### src/rtl/rom_stream_reader_pkg.sv
// rom_stream_reader_pkg: state encoding and FIFO sizing shared by rom_stream_reader and its FIFO
package rom_stream_reader_pkg;
  typedef enum logic [1:0] {IDLE, RUN, DRAIN} state_e;
  localparam int FIFO_DEPTH = 2;
endpackage

### src/rtl/rom_stream_reader_fifo.sv
// rom_stream_reader_fifo: 2-entry register FIFO holding {last, data}; entry 0 is always the head
//   clk, rst_n : clock, async active-low reset
//   push_i/din_i : write strobe and word; pop_i : remove head (only while non-empty)
//   count_o : occupancy 0..2; head_o : oldest entry (zero when empty after reset)
module rom_stream_reader_fifo
  import rom_stream_reader_pkg::*;
#(
  parameter int W = 9
)(
  input  logic         clk,
  input  logic         rst_n,
  input  logic         push_i,
  input  logic         pop_i,
  input  logic [W-1:0] din_i,
  output logic [1:0]   count_o,
  output logic [W-1:0] head_o
);
  logic [W-1:0] mem_q [FIFO_DEPTH];
  logic [1:0] count_q, count_d;
  logic wr_idx;
  // A simultaneous pop shifts entry 1 down, so the write slot moves one lower.
  always_comb begin
    count_d = count_q + {1'b0, push_i} - {1'b0, pop_i};
    wr_idx = pop_i ? count_q[1] : count_q[0];
  end
  always_ff @(posedge clk or negedge rst_n) begin
    if (!rst_n) begin
      mem_q <= '{default: '0};
      count_q <= '0;
    end else begin
      if (pop_i) mem_q[0] <= mem_q[1];
      if (push_i) mem_q[wr_idx] <= din_i;
      count_q <= count_d;
    end
  end
  assign count_o = count_q;
  assign head_o = mem_q[0];
endmodule

### src/rtl/rom_stream_reader.sv
// rom_stream_reader: walks consecutive addresses of a sync-read ROM and streams the words out with backpressure
//   clk, rst_n : clock, async active-low reset
//   start/start_addr/start_len : transfer request, sampled only while idle
//   busy, done : transfer in progress, one-cycle completion pulse
//   mem_addr/mem_data : ROM address (sampled every edge) and read data (valid one cycle later)
//   out_data/out_valid/out_ready/out_last : output stream, out_last marks the final word
//   out_csum : XOR of words handshaked in the current transfer, only with ROM_STREAM_READER_CSUM_EN defined
module rom_stream_reader
  import rom_stream_reader_pkg::*;
#(
  parameter int ADDR_WIDTH = 8,
  parameter int DATA_WIDTH = 8,
  parameter int LEN_WIDTH  = 9
)(
  input  logic                  clk,
  input  logic                  rst_n,
  input  logic                  start,
  input  logic [ADDR_WIDTH-1:0] start_addr,
  input  logic [LEN_WIDTH-1:0]  start_len,
  output logic                  busy,
  output logic                  done,
  output logic [ADDR_WIDTH-1:0] mem_addr,
  input  logic [DATA_WIDTH-1:0] mem_data,
  output logic [DATA_WIDTH-1:0] out_data,
  output logic                  out_valid,
  input  logic                  out_ready,
  output logic                  out_last
`ifdef ROM_STREAM_READER_CSUM_EN
  ,
  output logic [DATA_WIDTH-1:0] out_csum
`endif
);
  state_e state_q;
  logic [ADDR_WIDTH-1:0] addr_q;
  logic [LEN_WIDTH-1:0] cnt_q;
  logic busy_q, done_q, rd_pending_q, rd_last_q;
  logic [1:0] fifo_count, occ;
  logic pop, issue, drain_ok;
  assign pop = out_valid && out_ready;
  // Occupancy the FIFO will have once the in-flight read lands and this cycle's pop retires.
  assign occ = fifo_count + {1'b0, rd_pending_q} - {1'b0, pop};
  assign issue = (state_q == RUN) && (occ < 2'(FIFO_DEPTH));
  // Finish in the same cycle the final word leaves, so busy drops right after the last handshake.
  assign drain_ok = !rd_pending_q && (fifo_count == 2'd0 || (fifo_count == 2'd1 && pop));
  always_ff @(posedge clk or negedge rst_n) begin
    if (!rst_n) begin
      state_q <= IDLE;
      addr_q <= '0;
      cnt_q <= '0;
      busy_q <= 1'b0;
      done_q <= 1'b0;
      rd_pending_q <= 1'b0;
      rd_last_q <= 1'b0;
    end else begin
      done_q <= 1'b0;
      rd_pending_q <= issue;
      rd_last_q <= issue && cnt_q == LEN_WIDTH'(1);
      case (state_q)
        IDLE: if (start) begin
          addr_q <= start_addr;
          cnt_q <= start_len;
          state_q <= (start_len != '0) ? RUN : IDLE;
          busy_q <= start_len != '0;
          done_q <= start_len == '0;
        end
        RUN: if (issue) begin
          addr_q <= addr_q + ADDR_WIDTH'(1);
          cnt_q <= cnt_q - LEN_WIDTH'(1);
          if (cnt_q == LEN_WIDTH'(1)) state_q <= DRAIN;
        end
        DRAIN: if (drain_ok) begin
          state_q <= IDLE;
          busy_q <= 1'b0;
          done_q <= 1'b1;
        end
        default: state_q <= IDLE;
      endcase
    end
  end
  rom_stream_reader_fifo #(.W(DATA_WIDTH + 1)) u_fifo (
    .clk     (clk),
    .rst_n   (rst_n),
    .push_i  (rd_pending_q),
    .pop_i   (pop),
    .din_i   ({rd_last_q, mem_data}),
    .count_o (fifo_count),
    .head_o  ({out_last, out_data})
  );
  assign out_valid = fifo_count != 2'd0;
  assign busy = busy_q;
  assign done = done_q;
  assign mem_addr = addr_q;
`ifdef ROM_STREAM_READER_CSUM_EN
  logic [DATA_WIDTH-1:0] csum_q;
  always_ff @(posedge clk or negedge rst_n) begin
    if (!rst_n) csum_q <= '0;
    else if (state_q == IDLE && start) csum_q <= '0;
    else if (pop) csum_q <= csum_q ^ out_data;
  end
  assign out_csum = csum_q;
`endif
endmodule

### config.mk
export PLATFORM = sky130hd
export DESIGN_NAME = rom_stream_reader
export DESIGN_NICKNAME = d
export VERILOG_FILES = /design/src/rtl/rom_stream_reader_pkg.sv /design/src/rtl/rom_stream_reader_fifo.sv /design/src/rtl/rom_stream_reader.sv
export SDC_FILE = /design/constraint.sdc
export NUM_CORES = 1
export LEC_CHECK = 0
export BUFFER_PORTS_ARGS = -buffer_cell sky130_fd_sc_hd__buf_2
export CAP_MARGIN = 30
export CORE_MARGIN = 2
export CORE_UTILIZATION = 60
export CTS_BUF_LIST = sky130_fd_sc_hd__clkbuf_8 sky130_fd_sc_hd__clkbuf_16
export CTS_CLUSTER_SIZE = 10
export DETAILED_ROUTE_END_ITERATION = 7
export GPL_TIMING_DRIVEN = 0
export PLACE_DENSITY_LB_ADDON = 0.05
export SLEW_MARGIN = 10
export SYNTH_ARGS = -nofsm -noshare
export SYNTH_HDL_FRONTEND = slang
export SYNTH_HIERARCHICAL = 1
export SYNTH_SLANG_ARGS = --single-unit
### constraint.sdc
create_clock -name clk -period 6.8 [get_ports clk]
set_input_delay 1.36 -clock clk [delete_from_list [all_inputs] [get_ports clk]]
set_output_delay 1.36 -clock clk [all_outputs]
set_load 0.02 [all_outputs]
==> flow_results.org <==
** Run status
- The flow ran to the end, and the final reports show no timing, DRC or antenna violations.

** Worst setup path
- For the worst setup path, the data arrival time is 3.21 ns.
- Along the worst path, the maximum fanout reaches 10.
- End of the worst register-to-register path :: mem_addr[0]
- The worst setup path is captured at a register.
- STA classifies the critical path startpoint as an input port.
- Cells on worst reg2reg path :: 9
- FF-to-FF Start :: u_fifo/count_o[1]
- Data on the critical path is required at its endpoint by between 6 and 7 ns.
- Worst setup path class :: input port to register
- Across all register-to-register paths, the minimum setup slack is around 4.2 ns.

** Synth
- Xor-xnor portion of the synthesized cell area :: 1.36%
- After synthesis, the largest family of logic cells by area is compound AO/OA/AOI/OAI gates.
- Post-synthesis mux area share :: 14.3%
- By instance count, the leading cell after synthesis is sky130_fd_sc_hd__dfrtp_1.
- For this run, the register share of the synthesized area comes to about two fifths.
- Primary FF master, synth :: sky130_fd_sc_hd__dfrtp_1
- The Yosys step of the flow raised 6 warnings.
- Summing the areas of all and, or, nand and nor instances in the mapped netlist gives between 10% and 20% of the synthesized area.
- Main area contributors after synthesis :: sky130_fd_sc_hd__dfrtp_1, sky130_fd_sc_hd__mux2_2, sky130_fd_sc_hd__mux2_4
- Synth top area share :: 41.8%
- Nets in the synthesized netlist :: 274
- Synthesized area :: 2570 µm²
- The synthesized netlist contains between 50 and 60 unique library cells.
- EDFF count, synth :: 0
- Cell taking the most area after synthesis :: sky130_fd_sc_hd__dfrtp_1
- Cells after Synth :: ~240
- The synthesized netlist devotes 2.92% of its cell area to adder and majority cells.
- Dividing the synthesized area by the synthesized cell count gives 10.8 µm².
- List of most frequent post-synthesis cells :: sky130_fd_sc_hd__dfrtp_1, sky130_fd_sc_hd__mux2_2, sky130_fd_sc_hd__buf_4, sky130_fd_sc_hd__nor2_1, sky130_fd_sc_hd__a21oi_1
- After synthesis the netlist holds a flip-flop and latch count of 43.
- The synthesized netlist devotes 17.7% of its cell area to compound gates.
- Asr flop ratio synth :: 100%

** Final layout
- After the flow finishes, the layout carries non-filler instances totaling approximately 350.
- Of the cells placed in the final design, the portion with a size suffix greater than 1 is 38.9%.
- Counting the fill cells in the layout gives 282.
- With fillers left out, the area of the finished cells amounts to 3020 µm².
- The final layout contains 330 nets.
- The repair_antennas step left the layout with diodes totalling 0.
- Syn-to-layout area delta :: 17.1%

** Timing
- Number of max-slew violations in the final report :: 0
- The clock arrives with 0.00631 ns of skew.
- Setup violations remaining at the end of the flow were counted as 0.
- Final period util :: 44.5%
- For the pin with the worst max-slew slack, the measured transition is 0.891 ns.
- Number of hold violations in the final report :: 0
- Setup TNS after final layout :: 0 ns
- The worst pin sits at a relative slew slack of 39.8%.
- Derived from the worst setup path, the maximum achievable clock frequency is 331 MHz.
- RSZ-0062 raised after global routing :: false
- Final critical delay including setup and external delays :: 3.02 ns

** Power and ir drop
- Peak VDD IR :: 286 µV
- The internal portion of the total power is 0.941 mW.
- Sequential cells account for 29.2% of the total power.
- Total leakage power :: 1.39 nW
- Relative contribution of combinational cells to total power :: 57.8%
- Pwr/cell area :: 532 nW/µm²
- The clock network is responsible for 13.0% of the overall power.
- Of the total power, the share spent switching nets is 41.4%.
- Summed over all nets, the switching power comes to 0.663 mW.

** Detailed routing
- Average vias per placed instance :: between 6 and 7
- The routed design has ~5.8 mm of wire.
- Antenna viol nets, final :: 0
- DR vias :: 2089
- After detailed routing, the average wire length per cell comes to 16.6 µm.
- The first detailed-routing pass took 6 iterations.
- Total DRC errors in the routed layout :: 0
- Number of design-rule violations left by the first detailed-router iteration :: 134

** Clock network
- Clock tree from TritonCTS :: done
- The tree is rooted in a sky130_fd_sc_hd__clkbuf_8.
- Counting the buffers created by CTS gives 5.
- The clock passes through at most 2 buffers.
- In this run the number of H-tree levels came out at 2.
- Once the clock tree was built, the resizer swapped 0 gates to a different size.
- Number of buffers added for setup after CTS :: 0
- Hold repair after CTS inserted 0 buffers.
- The clock reaches the later pin of the worst-skew pair after 0.30 ns.
- After clock tree synthesis, the clock-pin slew on the worst setup and hold paths is approximately 0.08 ns.
- For this design, the sink count on the clock tree is 43.

** Floorplanning
- The core region is 4060 µm².
- Measured along the x axis, the die boundary spans 69.5 µm.
- The initial utilization of the core area, before any placement, comes to 63.5%.
- The floorplan step set the die height to 69.5 µm.
- Pin placement for this block handled 49 I/O pins.
- The die covers around 4800 µm².
- Number of rows in the core area :: 23

** Placement
- Port bufs :: 48
- Placer's final routability congestion estimate :: around 0.9
- Post-DP HPWL :: 4.08 mm
- Summing all placed instances gives a cell area of roughly 2900 µm².
- The number of placed instances, taps included, is 337.

** Global routing
- Largest net degree at the start of global routing :: 44
- The first global-routing pass estimated about 9.7 mm of wire.
- Overall global routing resource usage :: 24.8%
- The number of global-route vias before repair is 2021.
- After global routing the overflow that remains totals 0.
- Antenna violations before repair :: 0

** Run
- Reported max-cap violation count :: 0

** Worst hold path
- Type of the tightest min-delay check :: register to register
- Counting instances, the worst hold path has a depth of 1.
-- cell type report --
| class | count | area, µm² | area share (%) |
|---|---|---|---|
| clock inverters | 2 | 35.0 | 1.16 |
| plain buffers | 22 | 163 | 5.39 |
| flip-flops and latches | 43 | 1080 | 35.7 |
| multi-input cells | 163 | 1290 | 42.9 |
| inverters | 11 | 41.3 | 1.37 |
| repair buffers | 49 | 260 | 8.63 |
| well taps | 50 | 62.6 | 2.07 |
| clock buffers | 6 | 82.6 | 2.74 |
-- cells in the final DEF, fill, tap and decap left out, types with 3 or more instances in the layout --
| master | n |
|---|---|
| sky130_fd_sc_hd__nor3_1 | 5 |
| sky130_fd_sc_hd__nand4_1 | 4 |
| sky130_fd_sc_hd__xnor2_1 | 4 |
| sky130_fd_sc_hd__ha_1 | 6 |
| sky130_fd_sc_hd__a41oi_1 | 3 |
| sky130_fd_sc_hd__nor4b_1 | 3 |
| sky130_fd_sc_hd__mux2_4 | 9 |
| sky130_fd_sc_hd__a31oi_1 | 3 |
| sky130_fd_sc_hd__clkbuf_8 | 6 |
| sky130_fd_sc_hd__a2bb2oi_1 | 3 |
| sky130_fd_sc_hd__nand2_1 | 8 |
| sky130_fd_sc_hd__or2_2 | 3 |
| sky130_fd_sc_hd__buf_2 | 49 |
| sky130_fd_sc_hd__a21oi_1 | 12 |
| sky130_fd_sc_hd__o41ai_1 | 4 |
| sky130_fd_sc_hd__mux2_2 | 19 |
| sky130_fd_sc_hd__buf_6 | 4 |
| sky130_fd_sc_hd__nand2b_1 | 4 |
| sky130_fd_sc_hd__a211oi_1 | 4 |
| sky130_fd_sc_hd__nor2_1 | 13 |
| sky130_fd_sc_hd__o21ai_0 | 6 |
| sky130_fd_sc_hd__inv_1 | 11 |
| sky130_fd_sc_hd__buf_4 | 13 |
| sky130_fd_sc_hd__dfrtp_1 | 43 |
| sky130_fd_sc_hd__o22a_1 | 3 |
| sky130_fd_sc_hd__o22ai_1 | 3 |
| sky130_fd_sc_hd__nor4_1 | 4 |
| sky130_fd_sc_hd__clkbuf_1 | 3 |
| sky130_fd_sc_hd__and2_1 | 3 |
| sky130_fd_sc_hd__a211o_1 | 5 |
-- cell families after synthesis --
kind of cell	Yosys count
AOI/OAI and AO/OA	61
xor gates and xnor gates	4
adders and majority gates	6
buffers and inverters	33
DFF	43
muxes	30
and+or+nand+nor	62
-- stage by stage --
| step | utilization, % | hold slack, ns | power, mW | setup WS, ns |
|---|---|---|---|---|
| after floorplan | - | 0.465 | 1.17 | 3.66 |
| after global placement | 70.9 | 0.490 | 1.37 | 3.46 |
| after detailed placement | 70.9 | 0.495 | 1.39 | 3.46 |
| after CTS | 73.8 | 0.516 | 1.60 | 3.78 |
| after global routing | 74.3 | 0.532 | 1.72 | 3.68 |
| final | 74.3 | 0.511 | 1.60 | 3.78 |
-- critical path, stage by stage --
cell                      delay, ns
sky130_fd_sc_hd__buf_2         0.10
sky130_fd_sc_hd__and2_1        0.17
sky130_fd_sc_hd__ha_1          0.27
sky130_fd_sc_hd__and2b_4       0.19
sky130_fd_sc_hd__and3_4        0.17
sky130_fd_sc_hd__buf_6         0.14
sky130_fd_sc_hd__or3_4         0.36
sky130_fd_sc_hd__buf_6         0.15
sky130_fd_sc_hd__a211o_1       0.29
-- how the worst max path moves through the flow --
stage | startpoint | to | slack, ns | depth (start not counted)
after floorplan | out_ready | mem_addr[7] | 3.66 | 8
after global placement | out_ready | cnt_q[0] | 3.46 | 9
after detailed placement | out_ready | cnt_q[0] | 3.46 | 9
after CTS | out_ready | cnt_q[0] | 3.78 | 9
after global routing | out_ready | mem_addr[7] | 3.68 | 8
final | out_ready | mem_addr[0] | 3.78 | 9
-- power by group through the flow --
stage	registers, mW	clock network (mW)	logic, mW
2_1_floorplan	0.474	0	0.700
3_3_place_gp	0.465	0	0.904
3_5_place_dp	0.469	0	0.922
4_1_cts	0.466	0.214	0.925
5_1_grt	0.485	0.224	1.01
6_report	0.468	0.208	0.927
-- metal layers --
metal  share of wire, %  wire, µm  GRT usage (%)  vias to the layer above
met5                  0         0              0                        -
met4                1.5        87           9.59                        0
met3                7.1       406           3.92                        7
met2                 48      2760           40.6                      105
met1                 44      2510           33.2                      979
li1                   -         -              -                      998
Note: power is estimated with default switching activity, not from simulation.
